**config.mk**
```make
export PLATFORM = sky130hd
export DESIGN_NAME = pipe_hazard_ctrl_flat
export DESIGN_NICKNAME = d
export VERILOG_FILES = /design/src/rtl/pipe_hazard_ctrl_pkg.sv /design/src/rtl/pipe_hazard_ctrl_if.sv /design/src/rtl/pipe_hazard_ctrl_hazard_unit.sv /design/src/rtl/pipe_hazard_ctrl.sv /design/src/flat_wrapper.sv
export SDC_FILE = /design/constraint.sdc
export NUM_CORES = 1
export LEC_CHECK = 0
export CAP_MARGIN = 10
export CORE_MARGIN = 2
export CORE_UTILIZATION = 37
export CTS_BUF_LIST = sky130_fd_sc_hd__clkbuf_8
export DETAILED_ROUTE_END_ITERATION = 10
export PLACE_DENSITY = 0.88
export SYNTH_ARGS = -nofsm -noshare
export SYNTH_HDL_FRONTEND = slang
export SYNTH_SLANG_ARGS = --single-unit
export TNS_END_PERCENT = 20
```
**constraint.sdc**
```tcl
create_clock -name clk -period 3.4 [get_ports clk]
set_clock_uncertainty 0.15 [all_clocks]
set_input_delay 0.34 -clock clk [delete_from_list [all_inputs] [get_ports clk]]
set_output_delay 0.34 -clock clk [all_outputs]
set_load 0.1 [all_outputs]
```
**src/rtl/pipe_hazard_ctrl_pkg.sv**
```systemverilog
// Shared constants and types for the pipeline hazard/sequencing controller:
// MIPS opcode/funct values, PC source encodings and the controller FSM states.
package pipe_ctrl_pkg;

   localparam logic [5:0] OP_RTYPE = 6'h00;
   localparam logic [5:0] OP_J     = 6'h02;
   localparam logic [5:0] OP_JAL   = 6'h03;
   localparam logic [5:0] OP_BEQ   = 6'h04;
   localparam logic [5:0] OP_BNE   = 6'h05;
   localparam logic [5:0] OP_LW    = 6'h23;
   localparam logic [5:0] OP_SW    = 6'h2b;
   localparam logic [5:0] FUNCT_JR = 6'h08;

   localparam logic [1:0] PC_SRC_PC4    = 2'b00;
   localparam logic [1:0] PC_SRC_BRANCH = 2'b01;
   localparam logic [1:0] PC_SRC_JUMP   = 2'b10;
   localparam logic [1:0] PC_SRC_RS     = 2'b11;

   typedef enum logic [1:0] {
      RUN   = 2'd0,
      DRAIN = 2'd1,
      HALT  = 2'd2
   } state_e;

endpackage

```
**src/rtl/pipe_hazard_ctrl_if.sv**
```systemverilog
// Pipeline-side view of the hazard controller: ID/EX/MEM status coming in,
// PC / IF-ID / ID-EX control going out. The datapath is the master, the
// controller the slave.
interface pipe_ctrl_if;

   logic [31:0] id_instr;
   logic        id_stop;
   logic        id_equal;
   logic        ex_reg_write;
   logic        ex_mem_read;
   logic [4:0]  ex_dst;
   logic        mem_mem_read;
   logic [4:0]  mem_dst;

   logic        pc_write;
   logic        ifid_write;
   logic        ifid_flush;
   logic        idex_bubble;
   logic [1:0]  pc_src;
   logic        draining;
   logic        halted;

   modport master (
      output id_instr, id_stop, id_equal, ex_reg_write, ex_mem_read, ex_dst,
             mem_mem_read, mem_dst,
      input  pc_write, ifid_write, ifid_flush, idex_bubble, pc_src, draining, halted
   );

   modport slave (
      input  id_instr, id_stop, id_equal, ex_reg_write, ex_mem_read, ex_dst,
             mem_mem_read, mem_dst,
      output pc_write, ifid_write, ifid_flush, idex_bubble, pc_src, draining, halted
   );

endinterface

```
**src/rtl/pipe_hazard_ctrl_hazard_unit.sv**
```systemverilog
// Combinational hazard detection for the ID-stage instruction: which source
// registers it reads, load-use hazards, and operand hazards for instructions
// that resolve in ID (BEQ, BNE, JR).
module hazard_unit
   import pipe_ctrl_pkg::*;
(
   input  logic [5:0] op,
   input  logic [4:0] rs,
   input  logic [4:0] rt,
   input  logic [5:0] funct,
   input  logic       ex_reg_write,
   input  logic       ex_mem_read,
   input  logic [4:0] ex_dst,
   input  logic       mem_mem_read,
   input  logic [4:0] mem_dst,
   output logic       uses_rs,
   output logic       uses_rt,
   output logic       load_use,
   output logic       br_hazard
);

   logic is_id_resolved;
   logic ex_match;
   logic mem_match;

   // Source-use decode, destination matching (register 0 never matches) and hazards.
   always_comb begin
      uses_rs        = (op != OP_J) && (op != OP_JAL);
      uses_rt        = (op == OP_RTYPE) || (op == OP_BEQ) || (op == OP_BNE) || (op == OP_SW);
      is_id_resolved = (op == OP_BEQ) || (op == OP_BNE) ||
                       ((op == OP_RTYPE) && (funct == FUNCT_JR));

      ex_match  = (ex_dst != 5'd0) &&
                  ((uses_rs && (ex_dst == rs)) || (uses_rt && (ex_dst == rt)));
      mem_match = (mem_dst != 5'd0) &&
                  ((uses_rs && (mem_dst == rs)) || (uses_rt && (mem_dst == rt)));

      load_use  = ex_mem_read && ex_match;
      br_hazard = is_id_resolved &&
                  ((ex_reg_write && ex_match) || (mem_mem_read && mem_match));
   end

endmodule

```
**src/rtl/pipe_hazard_ctrl.sv**
```systemverilog
// Hazard and sequencing controller for the 5-stage MIPS pipeline.
// Stalls on load-use and branch-operand hazards, redirects on taken
// branches/jumps, and on the stop word drains EX/MEM/WB and then halts.
// Optional statistics counters: define PIPE_CTRL_STATS_EN.
module pipe_hazard_ctrl
   import pipe_ctrl_pkg::*;
#(
   parameter int DRAIN_CYCLES = 3,
   parameter int STAT_W       = 32
) (
   input  logic              clk,
   input  logic              rst_n,
   pipe_ctrl_if.slave        bus
`ifdef PIPE_CTRL_STATS_EN
   ,
   output logic [STAT_W-1:0] stat_cycles,
   output logic [STAT_W-1:0] stat_stalls,
   output logic [STAT_W-1:0] stat_flushes
`endif
);

   localparam int CNT_W = (DRAIN_CYCLES > 1) ? $clog2(DRAIN_CYCLES) : 1;

   logic [5:0] op;
   logic [4:0] rs;
   logic [4:0] rt;
   logic [5:0] funct;
   logic       unused_imm_bits;

   logic       uses_rs;
   logic       uses_rt;
   logic       load_use;
   logic       br_hazard;
   logic       stall;

   state_e     state, state_nxt;
   logic [CNT_W-1:0] drain_cnt, drain_cnt_nxt;

   logic       redirect;
   logic [1:0] redirect_src;

   logic       pc_write;
   logic       ifid_write;
   logic       ifid_flush;
   logic       idex_bubble;
   logic [1:0] pc_src;
   logic       draining;
   logic       halted;

   assign op              = bus.id_instr[31:26];
   assign rs              = bus.id_instr[25:21];
   assign rt              = bus.id_instr[20:16];
   assign funct           = bus.id_instr[5:0];
   assign unused_imm_bits = ^bus.id_instr[15:6];

   hazard_unit u_hazard (
      .op           (op),
      .rs           (rs),
      .rt           (rt),
      .funct        (funct),
      .ex_reg_write (bus.ex_reg_write),
      .ex_mem_read  (bus.ex_mem_read),
      .ex_dst       (bus.ex_dst),
      .mem_mem_read (bus.mem_mem_read),
      .mem_dst      (bus.mem_dst),
      .uses_rs      (uses_rs),
      .uses_rt      (uses_rt),
      .load_use     (load_use),
      .br_hazard    (br_hazard)
   );

   assign stall = load_use | br_hazard;

   // Redirect decode for the ID-stage instruction (only honoured when not stalled).
   always_comb begin
      redirect     = 1'b0;
      redirect_src = PC_SRC_PC4;
      if ((op == OP_BEQ && bus.id_equal) || (op == OP_BNE && !bus.id_equal)) begin
         redirect     = 1'b1;
         redirect_src = PC_SRC_BRANCH;
      end else if (op == OP_J || op == OP_JAL) begin
         redirect     = 1'b1;
         redirect_src = PC_SRC_JUMP;
      end else if (op == OP_RTYPE && funct == FUNCT_JR) begin
         redirect     = 1'b1;
         redirect_src = PC_SRC_RS;
      end
   end

   // FSM next state, drain counter and pipeline control outputs.
   always_comb begin
      // NOTE: every output gets a default before any branch, so no path leaves one unassigned (no latch).
      state_nxt     = state;
      drain_cnt_nxt = drain_cnt;
      pc_write      = 1'b0;
      ifid_write    = 1'b0;
      ifid_flush    = 1'b0;
      idex_bubble   = 1'b1;
      pc_src        = PC_SRC_PC4;
      draining      = 1'b0;
      halted        = 1'b0;
      if (rst_n) begin
         case (state)
            RUN: begin
               pc_write    = 1'b1;
               ifid_write  = 1'b1;
               idex_bubble = 1'b0;
               if (stall) begin
                  pc_write    = 1'b0;
                  ifid_write  = 1'b0;
                  idex_bubble = 1'b1;
               end else if (bus.id_stop) begin
                  ifid_flush    = 1'b1;
                  idex_bubble   = 1'b1;
                  pc_write      = 1'b0;
                  state_nxt     = DRAIN;
                  drain_cnt_nxt = CNT_W'(DRAIN_CYCLES - 1);
               end else if (redirect) begin
                  pc_src     = redirect_src;
                  ifid_flush = 1'b1;
               end
            end
            DRAIN: begin
               draining = 1'b1;
               if (drain_cnt == '0) begin
                  state_nxt = HALT;
               end else begin
                  drain_cnt_nxt = drain_cnt - 1'b1;
               end
            end
            HALT: begin
               halted = 1'b1;
            end
            default: begin
               state_nxt = RUN;
            end
         endcase
      end
   end

   // State register and drain counter, synchronously reset.
   always_ff @(posedge clk) begin
      // NOTE: sequential state uses non-blocking assignments so all registers update from pre-edge values.
      if (!rst_n) begin
         state     <= RUN;
         drain_cnt <= '0;
      end else begin
         state     <= state_nxt;
         drain_cnt <= drain_cnt_nxt;
      end
   end

`ifdef PIPE_CTRL_STATS_EN
   // Saturating statistics counters.
   always_ff @(posedge clk) begin
      if (!rst_n) begin
         stat_cycles  <= '0;
         stat_stalls  <= '0;
         stat_flushes <= '0;
      end else begin
         if ((state == RUN || state == DRAIN) && !(&stat_cycles))
            stat_cycles <= stat_cycles + 1'b1;
         if (state == RUN && stall && !(&stat_stalls))
            stat_stalls <= stat_stalls + 1'b1;
         if (ifid_flush && !(&stat_flushes))
            stat_flushes <= stat_flushes + 1'b1;
      end
   end
`endif

   assign bus.pc_write    = pc_write;
   assign bus.ifid_write  = ifid_write;
   assign bus.ifid_flush  = ifid_flush;
   assign bus.idex_bubble = idex_bubble;
   assign bus.pc_src      = pc_src;
   assign bus.draining    = draining;
   assign bus.halted      = halted;

endmodule

```
**src/flat_wrapper.sv**
```systemverilog
// flat-port wrapper written by rule: the top's interface ports become plain ports
module pipe_hazard_ctrl_flat import pipe_ctrl_pkg::*;
#(
   parameter int DRAIN_CYCLES = 3,
   parameter int STAT_W       = 32
)
  (clk, rst_n, bus_id_instr, bus_id_stop, bus_id_equal, bus_ex_reg_write, bus_ex_mem_read, bus_ex_dst, bus_mem_mem_read, bus_mem_dst, bus_pc_write, bus_ifid_write, bus_ifid_flush, bus_idex_bubble, bus_pc_src, bus_draining, bus_halted);
  pipe_ctrl_if bus_i ();
  input  logic clk;
  input  logic rst_n;
  input wire logic [$bits(bus_i.id_instr)-1:0] bus_id_instr;
  input wire logic [$bits(bus_i.id_stop)-1:0] bus_id_stop;
  input wire logic [$bits(bus_i.id_equal)-1:0] bus_id_equal;
  input wire logic [$bits(bus_i.ex_reg_write)-1:0] bus_ex_reg_write;
  input wire logic [$bits(bus_i.ex_mem_read)-1:0] bus_ex_mem_read;
  input wire logic [$bits(bus_i.ex_dst)-1:0] bus_ex_dst;
  input wire logic [$bits(bus_i.mem_mem_read)-1:0] bus_mem_mem_read;
  input wire logic [$bits(bus_i.mem_dst)-1:0] bus_mem_dst;
  output wire logic [$bits(bus_i.pc_write)-1:0] bus_pc_write;
  output wire logic [$bits(bus_i.ifid_write)-1:0] bus_ifid_write;
  output wire logic [$bits(bus_i.ifid_flush)-1:0] bus_ifid_flush;
  output wire logic [$bits(bus_i.idex_bubble)-1:0] bus_idex_bubble;
  output wire logic [$bits(bus_i.pc_src)-1:0] bus_pc_src;
  output wire logic [$bits(bus_i.draining)-1:0] bus_draining;
  output wire logic [$bits(bus_i.halted)-1:0] bus_halted;
  assign bus_i.id_instr = bus_id_instr;
  assign bus_i.id_stop = bus_id_stop;
  assign bus_i.id_equal = bus_id_equal;
  assign bus_i.ex_reg_write = bus_ex_reg_write;
  assign bus_i.ex_mem_read = bus_ex_mem_read;
  assign bus_i.ex_dst = bus_ex_dst;
  assign bus_i.mem_mem_read = bus_mem_mem_read;
  assign bus_i.mem_dst = bus_mem_dst;
  assign bus_pc_write = bus_i.pc_write;
  assign bus_ifid_write = bus_i.ifid_write;
  assign bus_ifid_flush = bus_i.ifid_flush;
  assign bus_idex_bubble = bus_i.idex_bubble;
  assign bus_pc_src = bus_i.pc_src;
  assign bus_draining = bus_i.draining;
  assign bus_halted = bus_i.halted;
  pipe_hazard_ctrl #(.DRAIN_CYCLES(DRAIN_CYCLES), .STAT_W(STAT_W)) u_core (.clk(clk), .rst_n(rst_n), .bus(bus_i));
endmodule
```
==> run metrics <==
initial antenna violation count=0; hpwl dp=1930 um; status=completed; Die X=48.3 um; post-layout minimum cycle time=3.29 ns; Clock Path Buffers=2; routability congestion estimate=0.871; worst setup path class=in -> out; Vias/cell=5.38; Fillers=149; clock power share=25.5%; Clock Tree Root=clkbuf_8; RR Startpoint=u_core.drain_cnt[0]; Finish-stage setup viols=0; number of global-route vias before repair=866; Die Ht=48.3 um; clock sink count=4; number of synthesized flops with an enable pin=0; final wirelength=2240 um; Initial DRC Count=5; YS warnings=0; kind of start point of the critical path=input port; worst min-delay path startpoint=u_core.drain_cnt[0]; Synth Instances=97; # nets final=202; register area=80.1 um^2; post-synthesis sequential area ratio=11.1%; CTS tree=yes; clock-pin slew of the registers on the worst-case setup and hold paths=0.03 ns; Syn Area/Cell=7.47 um^2; Compound-Gate Fraction of Synth Area=21.4%; commonest non-fill, non-tap cells in the layout=38 x clkdlybuf4s50_1, 11 x xnor2_1, 10 x xor2_1, 7 x nand2_1; routed len/inst=12.6 um; # IOs=57; maxcap violations=0; mux contribution to synthesized area=0%; simple-gate share of the synthesized area=38.9%; XOR/XNOR share of the synthesized area=25.4%; Max Fclk=304 MHz; pin count of the biggest net entering global routing=9; Residual DRC=0; multi-input logic area=661 um^2; min-delay worst type=reg -> reg; critical path startpoint=bus_ex_dst[3]; GRT overflow=0; unrepaired setup endpoints after global routing=false; power density cells=280 nW/um^2; main combinational cell family by area after synthesis=simple AND/OR/NAND/NOR gates; internal power=234 uW; worst skew pair latency=0.21 ns; diode count=0; P_sw=151 uW; required time of the critical path=2.91 ns; TritonRoute pass-1 iters=4; Cell Rows=16; core area=1900 um^2; remaining antenna violation count=0; die area=2330 um^2; VDD IR max=153 uV; Synth cell types=38; Slew headroom=72.2%; CP arrival=2.80 ns; Tcrit/Tclk final=96.7%; Syn Std Cell Area=724 um^2; initial core utilization=38.1%; Mapped Nets=147; Non-Filler Instances=177; vias=952; worst-margin pin slew=0.416 ns; Synth Flop Type=dfxtp_1; Cells after DPL=174; Post-Synth Adder-Cell Area=1.73%; Max H-tree Level=1; port buffer count=46; combinational share of power=58.9%; Max Transition Viols Final=0; first-pass GRT wire length=3320 um; crit-path max FO=6; area grow syn2layout=89.5%; share of layout cells above drive strength 1=16.0%; hold_buf cts=0; Post-synth ARST share=0%; most common cell after layout, fill and taps aside=clkdlybuf4s50_1; total CTS buffers=3; crit end category=primary output; register bit total from synthesis=4; gr usage total=20.0%; Sw Share=39.2%; Seq pwr share=15.6%; Final Hold Viols=0; total negative slack=0 ns; leak pwr=0.493 nW
## kinds of logic (layout without fill, tap and decap cells)
logic type / count (synthesis) / after routing
buffers and inverters: 3 / 56
flip-flops: 4 / 4
adder cells (fa/ha/maj): 1 / 1
XOR/XNOR: 21 / 21
AND/OR/NAND/NOR: 49 / 49
AO/OA/AOI/OAI: 19 / 19
## power by group through the flow
stage | registers [mW] | logic (mW) | clock network [mW]
after CTS | 0.0599 | 0.225 | 0.102
after floorplan | 0.0594 | 0.125 | 0
after global placement | 0.0603 | 0.219 | 0
after detailed placement | 0.0606 | 0.224 | 0
final | 0.0600 | 0.227 | 0.0983
after global routing | 0.0607 | 0.241 | 0.106
## area by class of cell
| class | count | share of cell area (%) |
|---|---|---|
| Multi-Input combinational cell | 90 | 48.1 |
| Timing Repair Buffer | 50 | 39.7 |
| Sequential cell | 4 | 5.83 |
| Clock buffer | 3 | 3.01 |
| Tap cell | 27 | 2.46 |
| Inverter | 3 | 0.820 |
## metrics by stage
stage	setup WS, ns	hold slack [ns]	utilization [%]	instance area [um^2]	total power [mW]
6_report	0.112	0.342	72.2	1370	0.385
5_1_grt	0.0102	0.375	72.2	1370	0.408
4_1_cts	0.106	0.346	71.4	1360	0.387
3_5_place_dp	0.106	0.341	69.2	1320	0.285
3_3_place_gp	0.179	0.337	69.2	1320	0.279
2_1_floorplan	-0.811	0.322	-	737	0.184
## per-layer routing
metal  track usage, %  routed length, um  part of all wire [%]  vias to the layer above
met1             20.5                850                    38                      431
met5                0                  0                     0                        -
met2             38.2               1200                    53                       41
met4             7.03                 30                   1.3                        0
met3             5.56                160                   7.1                        6
li1                 -                  -                     -                      474
## flip-flops by register name, summed over array words and instances (netlist names)
signal	flops
u_core.drain_cnt	2
u_core.state	2
## critical path, stage by stage
cell,delay (ns)
clkdlybuf4s50_1,0.48
or4_1,0.53
or2_1,0.26
o2111ai_2,0.09
nand2_1,0.08
a211o_1,0.40
or3_1,0.43
buf_12,0.19
## what timing repair did
item                                   in CTS  in global routing
buffers inserted                            0                  0
endpoints found under the hold margin       0                  0
setup endpoints to repair                   0                  2
resized for setup                           0                  3
## final timing paths
kind,depth (start not counted),slack [ns],endpoint
min reg2reg,2,0.34,u_core.drain_cnt[0]
max reg2reg,5,1.81,u_core.drain_cnt[1]
max,8,0.11,bus_idex_bubble
min,2,0.34,u_core.drain_cnt[0]
## synthesized netlist by cell type (all sizes together), types with 3 or more instances
master | count | area share, %
dfxtp | 4 | 11
inv | 3 | 1.6
nand2 | 7 | 3.6
nand3 | 5 | 3.5
nor2 | 6 | 3.1
nor2b | 3 | 2.6
nor3 | 5 | 3.5
nor4 | 3 | 2.6
o21ai | 5 | 3.5
or3 | 4 | 3.5
or4 | 3 | 3.1
xnor2 | 11 | 13
xor2 | 10 | 12
Power figures use the tool's default switching activity.
